File: src/rtl/riv_async_fifo_pkg.sv
// Shared types and pointer arithmetic for the async FIFO side controllers.
// Pointers are {lap, addr}. The addr field counts 0..DEPTH-1 for any DEPTH.
package riv_async_fifo_pkg;

    localparam int unsigned PTR_MAX_W = 17;

    typedef logic [PTR_MAX_W-1:0] ptr_max_t;

    typedef enum logic [1:0] {
        P_IDLE     = 2'd0,
        P_LOAD     = 2'd1,
        P_WAIT_LOW = 2'd2,
        P_REQ      = 2'd3
    } pub_fsm_t;

    typedef enum logic [1:0] {
        R_IDLE = 2'd0,
        R_ACK  = 2'd1
    } rcv_fsm_t;

    // Next pointer. The last address wraps to 0 and flips the lap bit.
    function automatic ptr_max_t ptr_incr(input ptr_max_t p, input int unsigned depth);
        int unsigned aw      = $clog2(depth);
        ptr_max_t    lap_bit = ptr_max_t'(1) << aw;
        ptr_max_t    mask    = lap_bit - ptr_max_t'(1);
        ptr_max_t    res;
        if ((p & mask) == ptr_max_t'(depth - 1))
            res = (p & lap_bit) ^ lap_bit;
        else
            res = p + ptr_max_t'(1);
        return res;
    endfunction

    // Occupancy from a write pointer and a read pointer, 0..depth.
    function automatic ptr_max_t ptr_level(input ptr_max_t wr, input ptr_max_t rd,
                                           input int unsigned depth);
        int unsigned aw      = $clog2(depth);
        ptr_max_t    lap_bit = ptr_max_t'(1) << aw;
        ptr_max_t    mask    = lap_bit - ptr_max_t'(1);
        ptr_max_t    wa      = wr & mask;
        ptr_max_t    ra      = rd & mask;
        ptr_max_t    res;
        if ((wr & lap_bit) == (rd & lap_bit))
            res = wa - ra;
        else
            res = ptr_max_t'(depth) - ra + wa;
        return res;
    endfunction

endpackage

File: src/rtl/riv_async_fifo_ptr.sv
// Lap-extended pointer counter {lap, addr}. The addr field wraps at DEPTH-1.
module riv_async_fifo_ptr
    import riv_async_fifo_pkg::*;
#(
    parameter  int unsigned DEPTH = 1024,
    localparam int unsigned AW    = $clog2(DEPTH),
    localparam int unsigned PW    = AW + 1
) (
    input  logic          clk,
    input  logic          rst,
    input  logic          inc,
    output logic [PW-1:0] ptr
);

    logic [PW-1:0] r_ptr;
    logic [PW-1:0] w_ptr_next;

    assign w_ptr_next = PW'(ptr_incr(ptr_max_t'(r_ptr), DEPTH));

    always_ff @(posedge clk) begin
        if (rst)
            r_ptr <= '0;
        else if (inc)
            r_ptr <= w_ptr_next;
    end

    assign ptr = r_ptr;

endmodule

File: src/rtl/riv_async_fifo_side_ctl.sv
// One side of an async FIFO. It owns the local pointer, publishes snapshots with a
// 4-phase handshake, captures the far pointer, and derives level and full/empty.
module riv_async_fifo_side_ctl
    import riv_async_fifo_pkg::*;
#(
    parameter  int unsigned DEPTH    = 1024,
    parameter  bit          IS_WRITE = 1'b1,
    localparam int unsigned AW       = $clog2(DEPTH),
    localparam int unsigned PW       = AW + 1
) (
    input  logic          clk,
    input  logic          rst,
    input  logic          en,
    output logic [AW-1:0] addr,
    output logic [PW-1:0] ptr,
    output logic          flag,
    output logic [PW-1:0] level,
    output logic          err,
    output logic [PW-1:0] snap_ptr,
    output logic          snap_req,
    input  logic          snap_ack,
    input  logic [PW-1:0] rem_ptr,
    input  logic          rem_req,
    output logic          rem_ack
);

    logic [PW-1:0] w_ptr;
    logic [PW-1:0] w_wr;
    logic [PW-1:0] w_rd;
    logic [PW-1:0] w_level;
    logic          w_flag;
    logic          w_inc;

    logic [PW-1:0] r_snap_ptr;
    logic [PW-1:0] r_rem_ptr_q;
    logic          r_snap_req;
    logic          r_rem_ack;
    logic          r_err;
    pub_fsm_t      r_pub_state;
    rcv_fsm_t      r_rcv_state;

    assign w_inc = en & ~w_flag;

    riv_async_fifo_ptr #(
        .DEPTH (DEPTH)
    ) u_ptr (
        .clk (clk),
        .rst (rst),
        .inc (w_inc),
        .ptr (w_ptr)
    );

    // Level depends only on registers, so flag never has a path from en or rem_ptr.
    assign w_wr    = IS_WRITE ? w_ptr : r_rem_ptr_q;
    assign w_rd    = IS_WRITE ? r_rem_ptr_q : w_ptr;
    assign w_level = PW'(ptr_level(ptr_max_t'(w_wr), ptr_max_t'(w_rd), DEPTH));
    assign w_flag  = IS_WRITE ? (w_level == PW'(DEPTH)) : (w_level == '0);

    always_ff @(posedge clk) begin
        if (rst)
            r_err <= 1'b0;
        else
            r_err <= en & w_flag;
    end

    // Publish: snap_ptr is only reloaded after the previous ack was seen, so it is
    // stable for the whole time snap_req is high.
    always_ff @(posedge clk) begin
        if (rst) begin
            r_pub_state <= P_IDLE;
            r_snap_ptr  <= '0;
            r_snap_req  <= 1'b0;
        end else begin
            case (r_pub_state)
                P_IDLE: begin
                    r_snap_req <= 1'b0;
                    if (w_ptr != r_snap_ptr)
                        r_pub_state <= P_LOAD;
                end
                P_LOAD: begin
                    r_snap_ptr  <= w_ptr;
                    r_snap_req  <= 1'b0;
                    r_pub_state <= P_WAIT_LOW;
                end
                P_WAIT_LOW: begin
                    if (!snap_ack) begin
                        r_pub_state <= P_REQ;
                        r_snap_req  <= 1'b1;
                    end else begin
                        r_snap_req  <= 1'b0;
                    end
                end
                P_REQ: begin
                    if (snap_ack) begin
                        r_pub_state <= P_IDLE;
                        r_snap_req  <= 1'b0;
                    end else begin
                        r_snap_req  <= 1'b1;
                    end
                end
                default: begin
                    r_pub_state <= P_IDLE;
                    r_snap_req  <= 1'b0;
                end
            endcase
        end
    end

    always_ff @(posedge clk) begin
        if (rst) begin
            r_rcv_state <= R_IDLE;
            r_rem_ptr_q <= '0;
            r_rem_ack   <= 1'b0;
        end else begin
            case (r_rcv_state)
                R_IDLE: begin
                    if (rem_req) begin
                        r_rem_ptr_q <= rem_ptr;
                        r_rcv_state <= R_ACK;
                        r_rem_ack   <= 1'b1;
                    end else begin
                        r_rem_ack   <= 1'b0;
                    end
                end
                R_ACK: begin
                    if (!rem_req) begin
                        r_rcv_state <= R_IDLE;
                        r_rem_ack   <= 1'b0;
                    end else begin
                        r_rem_ack   <= 1'b1;
                    end
                end
                default: begin
                    r_rcv_state <= R_IDLE;
                    r_rem_ack   <= 1'b0;
                end
            endcase
        end
    end

    assign addr     = w_ptr[AW-1:0];
    assign ptr      = w_ptr;
    assign flag     = w_flag;
    assign level    = w_level;
    assign err      = r_err;
    assign snap_ptr = r_snap_ptr;
    assign snap_req = r_snap_req;
    assign rem_ack  = r_rem_ack;

endmodule

File: config.mk
export PLATFORM = sky130hd
export DESIGN_NAME = riv_async_fifo_side_ctl
export DESIGN_NICKNAME = d
export VERILOG_FILES = /design/src/rtl/riv_async_fifo_pkg.sv /design/src/rtl/riv_async_fifo_ptr.sv /design/src/rtl/riv_async_fifo_side_ctl.sv
export SDC_FILE = /design/constraint.sdc
export NUM_CORES = 1
export LEC_CHECK = 0
export CAP_MARGIN = 10
export CORE_MARGIN = 2
export CORE_UTILIZATION = 35
export CTS_BUF_LIST = sky130_fd_sc_hd__clkbuf_16
export CTS_CLUSTER_DIAMETER = 30
export CTS_CLUSTER_SIZE = 12
export DETAILED_ROUTE_END_ITERATION = 8
export GPL_ROUTABILITY_DRIVEN = 1
export PLACE_DENSITY_LB_ADDON = 0.15
export SLEW_MARGIN = 25
export SYNTH_ARGS = -nofsm -noshare
export SYNTH_HDL_FRONTEND = slang
export SYNTH_SLANG_ARGS = --single-unit
File: constraint.sdc
create_clock -name clk -period 3.29 [get_ports clk]
set_clock_uncertainty 0.15 [all_clocks]
set_input_delay 0.658 -clock clk [delete_from_list [all_inputs] [get_ports clk]]
set_output_delay 0.658 -clock clk [all_outputs]
set_load 0.01 [all_outputs]
==> run metrics <==
outcome=complete, but fails checks; failing checks=setup timing; first-pass GRT wire length=around 11,000 microns; Critical Path Start=u_ptr.ptr[1]; Slowest cell on crit path=a2111o_1; Worst-path clk slew=0.06 ns; CP Capture Point=flag; crit-path max FO=4; Top Ports=63; critical-path cell list=ha_4 -> nor2b_1 -> o2111a_1 -> or3_1 -> a2111o_1 -> nor4_4 -> and3_4 -> buf_6; DRC viols=0; final worst-path cycle share=103.7%; CP Launch Type=flop; PwrDens=a little over 500 mW/mm^2; die area=~0.0082 sq mm; sequential area share after synthesis=29.89%; Hold Path Cell Cnt=2; met2 WL=approximately 3400 microns; hold_sp=r_rem_ptr_q[2]; mapped cell area=0.002613 sq mm; vias per inst=4.924; WL/cell=about 14 microns; Max VDD drop=between 0.0003 and 0.0004 V; yosys warns=0; Netlist cell types=54; slowest stage delay, CP=between 0.4 and 0.5 ns; wire length on met3=between 300 and 400 microns; vias in the first global route=2,327; hold buffers post-CTS=0; switching share of power=34.17%; CTS Buffer Depth=2; gr usage total=17.22%; CTS tree=done; asr flop ratio synth=0%; Antenna Violating Nets Remaining=0; Overflow after GRT=0; Total Wirelength=7138 microns; Crit. End Element=output port; CTS sink cnt=39; Reg2Reg Setup Slack=about 0.19 ns; CP arrival=2.61 ns; R2R cell count=14; Hold Crit Class=reg -> reg; Initial Util=between 30% and 40%; initial antenna violation count=0; nets=436; CTS Buf Count=5; vias=~2,500; Pwr Total=~0.002 W; post-synth net total=339; DRT Pass-1 Iters=4; clk root buf=clkbuf_16; Post-synth EDFFs=0; r2r endpoint=u_ptr.ptr[0]; final setup fails=2; Final GP Congestion=between 0.8 and 0.9; Max-cap violations=0; Total Neg Setup Slack=-0.2286 ns; die width=roughly 90 microns; Max Used Layer=met4; share of power burned in combinational logic=48.7%; Final Worst Setup Slack=-0.1231 ns; Sequential Power Share=~27%; worst slew pin tran=roughly 0.66 ns; Vert. Die Dim=roughly 90 microns; Setup Crit Path Kind=reg -> out; core footprint=roughly 0.0073 sq mm; commonest non-fill, non-tap cell in the layout=clkdlybuf4s50_1; most frequent cells in the layout=clkdlybuf4s50_1 (57), buf_4 (50), nor2_1 (41); internal power=approximately 0.0013 W; H-tree depth=2; slew margin rel.=between 50% and 60%; Synth Flop Type=dfxtp_1; Post-Synthesis Cells=305; DP HPWL=5243 microns; worst path required time=between 2 and 2.5 ns; RSZ-0062 raised after global routing=yes; PortBufs=62; met1 WL=roughly 3300 microns; area delta synth->final=51.10%; share of cells above drive strength 1=roughly 26%; min cycle time layout=between 3 and 4 ns; LEAKAGE=~1.6 nW; antenna cells=0; Mean Syn Cell Area=around 8.6 sq um; worst r2r src=u_ptr.ptr[0]; top achievable clock speed=roughly 0.29 GHz; worst skew pair latency=roughly 0.28 ns; Clock Power Share=a little under a quarter; starting DRC count in detailed routing=roughly 110; largest net degree at the start of global routing=33; flops & latches, synth=39; std cell rows=31; final hold viol count=0; Max Slew Vio Count=0; net switching power figure=around 0.0007 W
-- worst min-delay path by stage --
stage	slack (ns)	end
after global routing	0.38	r_rem_ptr_q[4]
after floorplan	0.31	r_rem_ptr_q[2]
final	0.34	r_rem_ptr_q[2]
after detailed placement	0.33	r_rem_ptr_q[4]
after CTS	0.35	r_rem_ptr_q[4]
after global placement	0.33	r_rem_ptr_q[3]
-- per-layer routing --
layer | vias to the layer above | GRT usage [%]
met2 | 59 | 28.45
met4 | 0 | 3.462
met3 | 4 | 4.007
met5 | - | 0
met1 | 1159 | 23.06
li1 | 1250 | -
-- critical path, delay by kind of cell (launching register included) --
family                     cells  cell delay, ns
and+or+nand+nor                4            0.91
buffers and inverters          1            0.10
DFF                            1            0.36
adders and majority gates      1            0.24
AOI/OAI and AO/OA              2            0.72
-- power groups by stage --
stage / Clock (W) / Sequential, W / Combinational (W)
floorplan: 0 / 0.000556 / 0.000487
global placement: 0 / 0.000554 / 0.000841
detailed placement: 0 / 0.000555 / 0.000851
CTS: 0.000488 / 0.000545 / 0.000916
global route: 0.000515 / 0.000554 / 0.00105
finish: 0.000477 / 0.000547 / 0.000972
-- layout make-up --
type | count | area, sq um
clock buffers | 5 | 125.1
clock inverters | 3 | 20.02
fillers | 709 | 3306
inverters | 24 | 90.09
multi-input cells | 217 | 1758
flip-flops and latches | 39 | 787.0
well taps | 99 | 123.9
repair buffers | 115 | 1044
-- synthesized netlist by cell type, types with 2 or more instances --
cell,instances,area (sq um)
inv_1,24,90.09
and3_1,4,25.02
a32o_1,2,20.02
mux2_4,5,75.07
or2_1,2,12.51
a211oi_1,4,30.03
a31oi_1,2,12.51
xnor2_1,14,122.6
nand3_1,8,40.04
o21ai_1,5,25.02
nor2b_1,10,62.56
buf_1,2,7.510
or3_1,4,25.02
buf_4,11,82.58
o311ai_1,2,17.52
nand4_1,7,43.79
nand2_1,16,60.06
nor3_1,7,35.03
a21o_1,2,15.01
ha_1,17,212.7
clkbuf_1,10,37.54
a21oi_2,5,43.79
mux2i_1,25,250.2
nor2_1,41,153.9
a21oi_1,5,25.02
o2111ai_1,2,17.52
o22ai_1,2,12.51
dfxtp_1,39,780.8
and2_1,3,18.77
-- cell families (layout without fill, tap and decap cells) --
kind of cell	count (synthesis)	in the layout	synth area share, %
flops	39	39	29.89
fa+ha+maj	18	18	8.908
mux	31	31	12.88
buf+inv	49	147	8.956
compound gates	43	43	12.88
simple gates	110	110	21.46
xor+xnor	15	15	5.029
-- registers in the layout, summed over array words and instances, names as in the netlist --
name / flops
r_rem_ptr_q: 11
snap_ptr: 11
u_ptr.ptr: 11
r_pub_state: 2
err: 1
r_rcv_state: 1
rem_ack: 1
snap_req: 1
-- metrics by stage --
step | utilization (%) | hold slack, ns | area (sq um) | setup WS (ns) | cells
finish | 54.42 | 0.3443 | 3948 | -0.1231 | 502
global route | 54.42 | 0.3803 | 3948 | -0.2159 | 502
global placement | 49.06 | 0.3274 | 3558 | -0.2735 | 485
floorplan | - | 0.3104 | 2615 | 0.01714 | 305
detailed placement | 49.06 | 0.3328 | 3558 | -0.3421 | 485
CTS | 52.67 | 0.3471 | 3820 | -0.09322 | 500
-- what timing repair did --
item,4_1_cts,5_1_grt
endpoints found under the setup margin,7,9
hold endpoints to repair,0,0
pin swaps,12,13
resized for setup,30,23
buffers inserted,7,2
Power figures use the tool's default switching activity.
